### config.mk
export PLATFORM = sky130hd
export DESIGN_NAME = attack_scheduler
export DESIGN_NICKNAME = d
export VERILOG_FILES = /design/src/rtl/attack_sched_pkg.sv /design/src/rtl/attack_phase_fsm.sv /design/src/rtl/attack_scheduler.sv
export SDC_FILE = /design/constraint.sdc
export NUM_CORES = 1
export LEC_CHECK = 0
export BUFFER_PORTS_ARGS = -buffer_cell sky130_fd_sc_hd__buf_2
export CORE_MARGIN = 5
export CORE_UTILIZATION = 55
export CTS_CLUSTER_SIZE = 8
export DETAILED_ROUTE_END_ITERATION = 8
export GPL_TIMING_DRIVEN = 0
export HOLD_SLACK_MARGIN = 0.08
export PLACE_DENSITY = 0.8
export SYNTH_ARGS = -nofsm -noshare
export SYNTH_HDL_FRONTEND = slang
export SYNTH_SLANG_ARGS = --single-unit
### constraint.sdc
create_clock -name clk -period 2.8 [get_ports clk]
set_clock_uncertainty 0.05 [all_clocks]
set_input_delay 0.28 -clock clk [delete_from_list [all_inputs] [get_ports clk]]
set_output_delay 0.28 -clock clk [all_outputs]
set_load 0.02 [all_outputs]
### src/rtl/attack_sched_pkg.sv
// Shared definitions for the attack scheduler.
//   phaseT          : per-player animation phase encoding (IDLE/WINDUP/ACTIVE/RECOVERY)
//   NONE..SUPER     : combo level encoding used on the request inputs
//   windupTicks etc : phase length tables indexed by combo level
//   DEF_DMG_Lx      : default damage per combo level
package attack_sched_pkg;

    typedef enum logic [1:0] {
        PhIdle     = 2'd0,
        PhWindup   = 2'd1,
        PhActive   = 2'd2,
        PhRecovery = 2'd3
    } phaseT;

    localparam logic [1:0] NONE    = 2'd0;
    localparam logic [1:0] NORMAL  = 2'd1;
    localparam logic [1:0] SPECIAL = 2'd2;
    localparam logic [1:0] SUPER   = 2'd3;

    localparam int unsigned DEF_DMG_L1 = 10;
    localparam int unsigned DEF_DMG_L2 = 25;
    localparam int unsigned DEF_DMG_L3 = 60;

    function automatic int unsigned windupTicks(input logic [1:0] lvl);
        int unsigned t;
        case (lvl)
            NORMAL:  t = 2;
            SPECIAL: t = 3;
            SUPER:   t = 5;
            default: t = 1;
        endcase
        return t;
    endfunction

    function automatic int unsigned activeTicks(input logic [1:0] lvl);
        int unsigned t;
        case (lvl)
            NORMAL:  t = 1;
            SPECIAL: t = 2;
            SUPER:   t = 2;
            default: t = 1;
        endcase
        return t;
    endfunction

    function automatic int unsigned recoveryTicks(input logic [1:0] lvl);
        int unsigned t;
        case (lvl)
            NORMAL:  t = 2;
            SPECIAL: t = 4;
            SUPER:   t = 8;
            default: t = 1;
        endcase
        return t;
    endfunction

endpackage

### src/rtl/attack_phase_fsm.sv
// Per-player attack sequencer: request latch, phase FSM with tick counter, stun counter
// and (with ATTACK_COOLDOWN_EN defined) a super-move cooldown that demotes level 3 to 2.
//   clk, rst_n   : clock, asynchronous active-low reset
//   gameTick     : advance strobe for all counters
//   comboMove    : requested combo level
//   hitIn        : this player is hit on the current tick; stunLoad is the stun to apply
//   abort        : drop an in-progress WINDUP back to IDLE
//   enterActive  : WINDUP->ACTIVE happens on this tick
//   level        : combo level of the running attack
//   phase        : current phase
//   stunned      : stun counter nonzero
module attack_phase_fsm
    import attack_sched_pkg::*;
#(
    parameter int unsigned TICK_W         = 8
`ifdef ATTACK_COOLDOWN_EN
    ,
    parameter int unsigned COOLDOWN_TICKS = 120
`endif
) (
    input  logic              clk,
    input  logic              rst_n,
    input  logic              gameTick,
    input  logic [1:0]        comboMove,
    input  logic              hitIn,
    input  logic [TICK_W-1:0] stunLoad,
    input  logic              abort,
    output logic              enterActive,
    output logic [1:0]        level,
    output phaseT             phase,
    output logic              stunned
);

    logic [TICK_W-1:0] cnt;
    logic [TICK_W-1:0] stunCnt;
    logic [1:0]        pending;
    logic [1:0]        reqLevel;

`ifdef ATTACK_COOLDOWN_EN
    logic [TICK_W-1:0] cooldown;

    assign reqLevel = (comboMove == SUPER && cooldown != '0) ? SPECIAL : comboMove;

    always_ff @(posedge clk or negedge rst_n) begin
        if (!rst_n) begin
            cooldown <= '0;
        end else if (gameTick) begin
            if (phase == PhRecovery && cnt == '0 && level == SUPER) begin
                cooldown <= TICK_W'(COOLDOWN_TICKS);
            end else if (cooldown != '0) begin
                cooldown <= cooldown - 1'b1;
            end
        end
    end
`else
    assign reqLevel = comboMove;
`endif

    assign stunned     = (stunCnt != '0);
    assign enterActive = gameTick && (phase == PhWindup) && (cnt == '0);

    // Counters hold (length - 1), so a phase lasts exactly its table length in ticks.
    always_ff @(posedge clk or negedge rst_n) begin
        if (!rst_n) begin
            phase   <= PhIdle;
            cnt     <= '0;
            level   <= NONE;
            pending <= NONE;
            stunCnt <= '0;
        end else begin
            // Only ever upgrade the pending request; NONE is never greater.
            if (phase == PhIdle && !stunned && reqLevel > pending) begin
                pending <= reqLevel;
            end
            if (gameTick) begin
                if (hitIn) begin
                    stunCnt <= stunLoad;
                end else if (stunCnt != '0) begin
                    stunCnt <= stunCnt - 1'b1;
                end
                unique case (phase)
                    PhIdle: begin
                        if (hitIn) begin
                            pending <= NONE;
                        end else if (pending != NONE) begin
                            phase   <= PhWindup;
                            cnt     <= TICK_W'(windupTicks(pending) - 1);
                            level   <= pending;
                            pending <= NONE;
                        end
                    end
                    PhWindup: begin
                        if (abort) begin
                            phase <= PhIdle;
                            cnt   <= '0;
                            level <= NONE;
                        end else if (cnt == '0) begin
                            phase <= PhActive;
                            cnt   <= TICK_W'(activeTicks(level) - 1);
                        end else begin
                            cnt <= cnt - 1'b1;
                        end
                    end
                    PhActive: begin
                        if (cnt == '0) begin
                            phase <= PhRecovery;
                            cnt   <= TICK_W'(recoveryTicks(level) - 1);
                        end else begin
                            cnt <= cnt - 1'b1;
                        end
                    end
                    PhRecovery: begin
                        if (cnt == '0) begin
                            phase <= PhIdle;
                            level <= NONE;
                        end else begin
                            cnt <= cnt - 1'b1;
                        end
                    end
                endcase
            end
        end
    end

endmodule

### src/rtl/attack_scheduler.sv
// Attack scheduler: runs one attack_phase_fsm per fighter and resolves hits between them
// at WINDUP->ACTIVE. Optional super cooldown is enabled by defining ATTACK_COOLDOWN_EN.
//   clk, rst_n                 : clock, asynchronous active-low reset
//   game_tick                  : advance strobe
//   combo_move_p0/p1           : combo requests (0 none .. 3 super)
//   blocking[n], in_range      : defender block state, fighters within hit distance
//   attacking[n], stunned[n]   : per-player status
//   phase_p0/p1                : per-player phase
//   hit_valid, hit_target[n]   : registered hit event, one clk after the tick
//   hit_damage_p0/p1           : damage dealt to each player, valid with hit_valid
module attack_scheduler
    import attack_sched_pkg::*;
#(
    parameter int unsigned TICK_W          = 8,
    parameter int unsigned STUN_TICKS      = 8,
    parameter int unsigned BLOCKSTUN_TICKS = 3,
    parameter int unsigned DMG_L1          = DEF_DMG_L1,
    parameter int unsigned DMG_L2          = DEF_DMG_L2,
    parameter int unsigned DMG_L3          = DEF_DMG_L3
`ifdef ATTACK_COOLDOWN_EN
    ,
    parameter int unsigned COOLDOWN_TICKS  = 120
`endif
) (
    input  logic       clk,
    input  logic       rst_n,
    input  logic       game_tick,
    input  logic [1:0] combo_move_p0,
    input  logic [1:0] combo_move_p1,
    input  logic [1:0] blocking,
    input  logic       in_range,
    output logic [1:0] attacking,
    output logic [1:0] stunned,
    output logic [1:0] phase_p0,
    output logic [1:0] phase_p1,
    output logic       hit_valid,
    output logic [1:0] hit_target,
    output logic [7:0] hit_damage_p0,
    output logic [7:0] hit_damage_p1
);

    logic              enterActive0, enterActive1;
    logic [1:0]        level0, level1;
    phaseT             phase0, phase1;
    logic              stunned0, stunned1;
    logic [1:0]        hitOn;
    logic              trade;
    logic              abort0, abort1;
    logic [TICK_W-1:0] stunLoad0, stunLoad1;
    logic [7:0]        dmgTo0, dmgTo1;

    function automatic logic [7:0] dmgFor(input logic [1:0] lvl);
        logic [7:0] d;
        case (lvl)
            NORMAL:  d = 8'(DMG_L1);
            SPECIAL: d = 8'(DMG_L2);
            SUPER:   d = 8'(DMG_L3);
            default: d = 8'd0;
        endcase
        return d;
    endfunction

    // An attacker lands unless the opponent enters ACTIVE on the same tick with a higher
    // level; equal levels therefore land both ways (a trade).
    always_comb begin
        hitOn[1]  = enterActive0 && in_range && !(enterActive1 && level1 > level0);
        hitOn[0]  = enterActive1 && in_range && !(enterActive0 && level0 > level1);
        trade     = hitOn[0] && hitOn[1];
        abort0    = hitOn[0] && (phase0 == PhWindup) && !trade;
        abort1    = hitOn[1] && (phase1 == PhWindup) && !trade;
        stunLoad0 = blocking[0] ? TICK_W'(BLOCKSTUN_TICKS) : TICK_W'(STUN_TICKS);
        stunLoad1 = blocking[1] ? TICK_W'(BLOCKSTUN_TICKS) : TICK_W'(STUN_TICKS);
        dmgTo0    = blocking[0] ? 8'd0 : dmgFor(level1);
        dmgTo1    = blocking[1] ? 8'd0 : dmgFor(level0);
    end

    attack_phase_fsm #(
        .TICK_W         (TICK_W)
`ifdef ATTACK_COOLDOWN_EN
        ,
        .COOLDOWN_TICKS (COOLDOWN_TICKS)
`endif
    ) uFsm0 (
        .clk         (clk),
        .rst_n       (rst_n),
        .gameTick    (game_tick),
        .comboMove   (combo_move_p0),
        .hitIn       (hitOn[0]),
        .stunLoad    (stunLoad0),
        .abort       (abort0),
        .enterActive (enterActive0),
        .level       (level0),
        .phase       (phase0),
        .stunned     (stunned0)
    );

    attack_phase_fsm #(
        .TICK_W         (TICK_W)
`ifdef ATTACK_COOLDOWN_EN
        ,
        .COOLDOWN_TICKS (COOLDOWN_TICKS)
`endif
    ) uFsm1 (
        .clk         (clk),
        .rst_n       (rst_n),
        .gameTick    (game_tick),
        .comboMove   (combo_move_p1),
        .hitIn       (hitOn[1]),
        .stunLoad    (stunLoad1),
        .abort       (abort1),
        .enterActive (enterActive1),
        .level       (level1),
        .phase       (phase1),
        .stunned     (stunned1)
    );

    always_ff @(posedge clk or negedge rst_n) begin
        if (!rst_n) begin
            hit_valid     <= 1'b0;
            hit_target    <= 2'b00;
            hit_damage_p0 <= 8'd0;
            hit_damage_p1 <= 8'd0;
        end else begin
            hit_valid     <= |hitOn;
            hit_target    <= hitOn;
            hit_damage_p0 <= hitOn[0] ? dmgTo0 : 8'd0;
            hit_damage_p1 <= hitOn[1] ? dmgTo1 : 8'd0;
        end
    end

    assign attacking = {phase1 != PhIdle, phase0 != PhIdle};
    assign stunned   = {stunned1, stunned0};
    assign phase_p0  = phase0;
    assign phase_p1  = phase1;

endmodule

==> flow_summary.toml, run 1 <==
[placement]
dp_hpwl_mm = 5.38
port_buffers = 31
gp_congestion = 0.910
placed_cells_incl_taps = 485
placedInstanceArea_um2 = 3700

[synth]
async_flop_share_pct = 100
synthesis.area_um2 = 3440
avgSynthCellArea_um2 = 9.16
synth_edf_count = 0
ys_types = 63
seq_area_frac_synth_pct = 41.4
synth-seq-cells = 57
synthFlopType = "dfrtp_1"
syn_inst = 376
yosys_warnings = 0

[worst_setup_path]
rr_startpoint = "uFsm1.cnt[0]"
endpoint_kind = "flop"
worst_r2r_path_depth = 10
crit_required_ns = 2.98
cp-start-kind = "flop"
cp_max_fo = 9
crit_start = "uFsm1.cnt[0]"
setup.worst_path.class = "reg -> reg"
arrival_ns = 2.83

[cts]
clkTransAtPathRegs_ns = 0.07
post_cts_buffers = 0
cts_tree = "done"
insertion_delay_ns = 0.34
root_buffer = "clkbuf_8"
cts_sinks = 57
htreeDepth = 3
clk_path_buf_depth = 2
cts_buffers = 9

[cells_and_area]
final_cell_mix = "dfrtp_1, nor2_1, buf_2"
final_common_cell = "dfrtp_1"
fin_nets = 447
antenna_cells = 0
final_area_um2 = 3970
fin_cells = 503
syn_to_final_growth_pct = 15.2
drive_gt1_share_pct = 18.2
final_util_pct = 66.2

[detailed_routing]
finalWirelength_mm = 7.65
viasPerCell = 5.82
first_iter_violations = 194
dr.pass1.iters = 5
detail-route-antenna-nets = 0
wl_per_cell_um = 15.2
route.detailed.drc = 0
vias = 2926

[grt]
track_usage_pct = 20.9
grt_pass1_vias = 2822
grt_pass1_wl_mm = 12.9
grt-ovfl-total = 0
antenna_found_initial = 0
grt_max_degree = 58

[sta]
whs_ns = 0.153
timing.setup.tns_ns = 0
period_minus_slack_ns = 2.65
hold_violations = 0
max_freq_mhz = 377
rsz0062_at_grt = "no"
post-route-period-util_pct = 94.7
max-slew-margin-rel_pct = 53.1
final_max_slew_viol_count = 0
finalSetupViolations = 0
tightest_slew_ns = 0.703

[outcome]
outcome = "complete, no violations"

[die]
pin_count = 37
die_h_um = 89.1
die_width_um = 89.1
core_um2 = 5990
start_util_pct = 57.5
die-area_um2 = 7940
rows = 28

[hold_path]
hold_path.class = "in -> reg"
holdPathStages = 3
hp-start = "combo_move_p0[0]"

[power]
max-vdd-ir-drop_uv = 605
power_density_nw_per_um2 = 989
p_leak_nw = 1.77

[flow_run]
drv_cap = 0
cell type report:
class,instances,area [um^2]
multi-input combinational,275,1840
timing repair buffer,34,188
fill,483,2020
buffer,21,118
clock buffer,11,131
sequential,57,1430
inverter,25,93.8
tap,75,93.8
clock inverter,5,80.1
Yosys cell counts (3+ instances only):
| cell type | n | area, um^2 |
|---|---|---|
| a21o_1 | 3 | 22.5 |
| a21oi_1 | 21 | 105 |
| a31oi_1 | 4 | 25.0 |
| a32o_1 | 6 | 60.1 |
| and2_1 | 6 | 37.5 |
| and3_1 | 3 | 18.8 |
| buf_4 | 10 | 75.1 |
| clkbuf_1 | 10 | 37.5 |
| dfrtp_1 | 57 | 1430 |
| ha_1 | 14 | 175 |
| inv_1 | 22 | 82.6 |
| inv_2 | 3 | 11.3 |
| mux2i_1 | 5 | 50.1 |
| nand2_1 | 22 | 82.6 |
| nand3_1 | 11 | 55.1 |
| nand3b_1 | 6 | 45.0 |
| nand4_1 | 8 | 50.1 |
| nor2_1 | 46 | 173 |
| nor2b_1 | 5 | 31.3 |
| nor3_1 | 15 | 75.1 |
| nor4_1 | 6 | 37.5 |
| o21a_1 | 3 | 22.5 |
| o21ai_0 | 23 | 115 |
| o31ai_1 | 3 | 22.5 |
| o41ai_1 | 3 | 26.3 |
| or2_2 | 3 | 18.8 |
| xnor2_1 | 5 | 43.8 |
| xor2_1 | 8 | 70.1 |
per-stage QoR:
stage / power, mW / setup slack [ns]
finish: 3.92 / 0.149
CTS: 3.90 / 0.0684
floorplan: 2.64 / 0.410
detailed placement: 3.04 / -0.0773
global route: 4.20 / 0.0166
global placement: 2.97 / -0.0397
critical path, cell delays in order, from the launching register on:
cell	delay [ns]
dfrtp_1	0.47
inv_1	0.14
ha_1	0.17
nor4b_4	0.29
and2_1	0.18
buf_4	0.14
a41o_2	0.27
inv_2	0.12
o21ai_4	0.21
nand3_1	0.16
mux2_1	0.33
final timing paths:
| path | endpoint | slack (ns) |
|---|---|---|
| worst min register to register | uFsm1.stunCnt[7] | 0.48 |
| worst min-delay path | uFsm0.pending[0] | 0.15 |
| min in group asynchronous | uFsm1.stunCnt[7] | 0.45 |
| worst max-delay path | uFsm0.level[1] | 0.15 |
| worst max register to register | uFsm0.level[1] | 0.15 |
| max in group asynchronous | uFsm0.phase[0] | 1.75 |
repair_timing:
action                                  CTS  global route
hold buffers                              2             1
gates resized for setup                   1             3
pin swaps                                 0             0
hold endpoints to repair                  2            57
endpoints found under the setup margin    1            10
cloned                                    0             0
flip-flops by register name, summed over array words and instances (netlist names), 2 cells and up, named ones only:
signal / flops
uFsm0.stunCnt: 8
uFsm0.level: 2
uFsm1.cnt: 8
hit_damage_p0: 5
uFsm1.level: 2
uFsm1.pending: 2
uFsm1.stunCnt: 8
uFsm0.pending: 2
uFsm0.cnt: 8
hit_target: 2
hit_damage_p1: 5
cells by family after synthesis:
group	Yosys count	share of synthesized area, %
XOR/XNOR	13	3.31
AND/OR/NAND/NOR	147	23.3
other	1	0.109
buffers and inverters	47	6.25
adder cells (fa/ha/maj)	14	5.09
AO/OA/AOI/OAI	91	18.7
multiplexers	6	1.78
flip-flops	57	41.4
routing by layer:
metal  track usage (%)  wire (um)  up-vias
met5                 0          0        -
met4              10.0        165        0
met3              3.78        428       12
met2              33.5       3580       82
met1              27.5       3480     1399
li1                  -          -     1433
power breakdown:
part	internal, mW	switching [mW]	leakage [nW]
combinational	0.685	0.989	0.934
sequential	1.08	0.320	0.737
clock	0.500	0.347	0.0995
total	2.27	1.66	1.77
(Power assumes the default switching activity.)
==> run 2, diff against run 1 <==
- GPL_TIMING_DRIVEN: 0 -> unset
==> flow_summary.toml, run 2 (same netlist as run 1, synthesis figures left out) <==
[grt]
grt_max_degree = 35
track_usage_pct = 21.1
antenna_found_initial = 0
grt-ovfl-total = 0
grt_pass1_vias = 2811
grt_pass1_wl_mm = 13.2

[die]
start_util_pct = 57.5
pin_count = 37
die_h_um = 89.1
die-area_um2 = 7940
rows = 28
die_width_um = 89.1
core_um2 = 5990

[hold_path]
hold_path.class = "in -> reg"

[sta]
post-route-period-util_pct = 92.4
timing.setup.tns_ns = 0
max-slew-margin-rel_pct = 60.4
whs_ns = 0.102
hold_violations = 0
period_minus_slack_ns = 2.59
tightest_slew_ns = 0.589
layout_setup_ws_ns = 0.213
rsz0062_at_grt = "yes"
max_freq_mhz = 387
finalSetupViolations = 0
final_max_slew_viol_count = 0

[worst_setup_path]
crit_path_max_incr_delay_ns = 0.40
crit_required_ns = 2.98
setup.worst_path.class = "reg -> reg"
arrival_ns = 2.76
path_delay_family = "compound AO/OA/AOI/OAI gates"
cp-start-kind = "flop"
cp_max_fo = 18
endpoint_kind = "flop"
critPathBufInv = 2
cp_slowest_cell = "dfrtp_1"
crit_chain = "inv_1, ha_1, nor3b_1, nand4_1, a41o_2, inv_2, a21boi_1, a211o_1, a32o_1"

[cts]
cts-resized-gates = 0
clkTransAtPathRegs_ns = 0.07
clk_path_buf_depth = 2
htreeDepth = 3
insertion_delay_ns = 0.34
root_buffer = "clkbuf_8"
cts_tree = "done"
cts_buffers = 9
cts_sinks = 57

[detailed_routing]
wl_per_cell_um = 15.4
finalWirelength_mm = 7.57
vias = 2925
dr.pass1.iters = 5
viasPerCell = 5.95
first_iter_violations = 194
route.detailed.drc = 0
detail-route-antenna-nets = 0

[cells_and_area]
fin_cells = 492
syn_to_final_growth_pct = 12.4
final_common_cell = "dfrtp_1"
fin_nets = 437
final_area_um2 = 3870
antenna_cells = 0
final_util_pct = 64.6
drive_gt1_share_pct = 18.9
final_cell_mix = "dfrtp_1, nor2_1, buf_2"

[placement]
dp_hpwl_mm = 5.51
gp_congestion = 0.880
placedInstanceArea_um2 = 3680
place_ws_ns = 0.226
placed_cells_incl_taps = 476
port_buffers = 32

[outcome]
outcome = "complete, no violations"

[power]
p_leak_nw = 1.74
max-vdd-ir-drop_uv = 452
power_density_nw_per_um2 = 987
finalPower_mw = 3.82

[flow_run]
drv_cap = 0
-- run 2: report_power, final --
group          switching [mW]  internal (mW)  leakage (nW)
sequential              0.336           1.08         0.737
clock                   0.334          0.400        0.0909
combinational           0.962          0.711         0.913
-- run 2: cell type report --
cell class	instances	area, um^2
Clock buffer	9	124
Clock inverter	6	60.1
Fill cell	494	2120
Inverter	25	93.8
Multi-Input combinational cell	275	1810
Sequential cell	57	1430
Tap cell	75	93.8
Timing Repair Buffer	45	260
-- run 2: final timing paths --
kind / startpoint / to / slack, ns / cells past startpoint
setup / recovery: uFsm0.cnt[0] / uFsm1.level[0] / 0.21 / 9
hold / removal: blocking[0] / hit_damage_p0[0] / 0.10 / 2
min in group asynchronous: rst_n / uFsm1.stunCnt[6] / 0.27 / 2
hold reg to reg: uFsm0.cnt[7] / uFsm0.cnt[7] / 0.48 / 1
max in group asynchronous: rst_n / uFsm1.cnt[6] / 1.75 / 3
setup reg to reg: uFsm0.cnt[0] / uFsm1.level[0] / 0.21 / 9
-- run 2: worst register-to-register path, delay by kind of cell, from the launching register on --
kind | cells | cell delay, ns
flops | 1 | 0.40
compound gates | 4 | 1.00
buf+inv | 2 | 0.37
simple gates | 2 | 0.49
fa+ha+maj | 1 | 0.16
-- run 2: what timing repair did --
item                                    CTS  global route
endpoints found under the setup margin    0             1
hold endpoints to repair                 23             0
hold buffers                              1             0
setup buffers                             0             0
-- run 2: metal layers --
metal | vias up | GRT usage, % | part of all wire, %
met1 | 1390 | 28.3 | 45
met5 | - | 0 | 0
li1 | 1414 | - | -
met2 | 105 | 33.6 | 47
met3 | 16 | 3.69 | 5.9
met4 | 0 | 9.20 | 2.1
==> run 3, diff against run 2 <==
- clock period: 2.8 -> 2.6 ns (I/O delays scaled with it)
==> flow_summary.toml, run 3 (same netlist as run 1, synthesis figures left out) <==
[cells_and_area]
drive_gt1_share_pct = 20.8
n_fill_cell = 457
syn_to_final_growth_pct = 14.8
final_cell_mix = "dfrtp_1, nor2_1, buf_2"
seq_area_um2 = 1430
multiInputGateArea_um2 = 1830
antenna_cells = 0
fin_nets = 443
final_common_cell = "dfrtp_1"
final_util_pct = 66.0

[worst_setup_path]
cp_max_fo = 8
endpoint_kind = "flop"
crit_required_ns = 2.79
cp-start-kind = "flop"
arrival_ns = 2.60
setup.worst_path.class = "reg -> reg"

[grt]
grt_pass1_vias = 2998
grtUsageMet3_pct = 5.71
antenna_found_initial = 0
use_met2_pct = 36.8
grt-ovfl-total = 0
grt_use_met1_pct = 29.0
top_usage_layer = "met2"
grt_pass1_wl_mm = 14.0
track_usage_pct = 22.6
grt_max_degree = 25

[outcome]
outcome = "complete, no violations"

[placement]
port_buffers = 32
gp_congestion = 0.910
dp_hpwl_mm = 5.78

[detailed_routing]
detail-route-antenna-nets = 0
finalWirelength_mm = 8.07
viasPerCell = 5.95
wl_per_cell_um = 16.2
dr.pass1.iters = 4
first_iter_violations = 154
vias = 2969
route.detailed.drc = 0

[cts]
clkTransAtPathRegs_ns = 0.07
cts_tree = "done"
clk_path_buf_depth = 2
insertion_delay_ns = 0.35
root_buffer = "clkbuf_8"
cts_sinks = 57
htreeDepth = 3
cts_buffers = 9

[power]
power_density_nw_per_um2 = 1070
max-vdd-ir-drop_uv = 638
p_leak_nw = 1.78

[die]
die-area_um2 = 7940
rows = 28
start_util_pct = 57.5
die_h_um = 89.1
pin_count = 37
core_um2 = 5990
die_width_um = 89.1

[flow_run]
drv_cap = 0

[sta]
finalSetupViolations = 0
tightest_slew_ns = 0.590
max_freq_mhz = 414
max-slew-margin-rel_pct = 60.6
timing.setup.tns_ns = 0
post-route-period-util_pct = 93.0
final_max_slew_viol_count = 0
period_minus_slack_ns = 2.42
hold_violations = 0

[hold_path]
hold_path.class = "in -> reg"
run 3: cell count changes in the layout (fill, tap and decap cells not counted), moves of 2 or more:
cell	delta
buf_4	+5
clkinv_2	-2
clkinv_4	+2
inv_6	+2
run 3: path summary, 6_finish.rpt:
kind,startpoint,end,slack [ns],depth (start not counted)
worst max-delay path,uFsm0.cnt[0],uFsm1.level[0],0.18,8
worst min-delay path,blocking[1],hit_damage_p1[1],0.10,2
worst max register to register,uFsm0.cnt[0],uFsm1.level[0],0.18,8
worst min register to register,uFsm0.cnt[7],uFsm0.cnt[7],0.46,1
max in group asynchronous,rst_n,uFsm1.cnt[0],1.52,3
min in group asynchronous,rst_n,hit_damage_p1[0],0.30,2
run 3: critical path, stage by stage, from the launching register on:
cell and delay, ns:
dfrtp_1 0.41, inv_1 0.11, ha_1 0.18, or3b_2 0.50, nor2_4 0.12, a41o_2 0.31, a21boi_1 0.13, a211o_1 0.29
a32o_1 0.20
run 3: routing by layer:
| layer | vias up | wire length, um |
|---|---|---|
| met5 | - | 0 |
| met1 | 1433 | 3480 |
| met3 | 12 | 561 |
| li1 | 1422 | - |
| met4 | 0 | 123 |
| met2 | 102 | 3910 |
run 3: area by class of cell:
| cell class | instances | area share (%) |
|---|---|---|
| clock buffer | 9 | 3.13 |
| inverter | 25 | 2.37 |
| sequential | 57 | 36.1 |
| clock inverter | 7 | 1.96 |
| timing repair buffer | 51 | 7.78 |
| multi-input combinational | 275 | 46.3 |
| tap | 75 | 2.37 |
run 3: power by group:
part / internal [mW] / switching (mW) / total [mW] / leakage (nW)
clock: 0.450 / 0.406 / 0.856 / 0.100
combinational: 0.797 / 1.07 / 1.87 / 0.945
sequential: 1.16 / 0.359 / 1.52 / 0.736
run 3: timing repair:
action | in CTS | in global routing
resized for setup | 0 | 4
hold buffers | 2 | 0
setup buffers | 0 | 3
endpoints found under the setup margin | 0 | 17
hold endpoints to repair | 17 | 0
run 3: stage by stage:
step | instances | power [mW] | cell area [um^2] | setup slack [ns] | hold slack, ns
2_1_floorplan | 379 | 2.84 | 3450 | 0.210 | -0.0856
3_3_place_gp | 478 | 3.27 | 3690 | 0.229 | 0.145
3_5_place_dp | 478 | 3.33 | 3690 | 0.140 | 0.148
4_1_cts | 496 | 4.21 | 3910 | 0.105 | 0.0819
5_1_grt | 499 | 4.59 | 3950 | -0.000744 | 0.0882
6_report | 499 | 4.25 | 3950 | 0.183 | 0.103
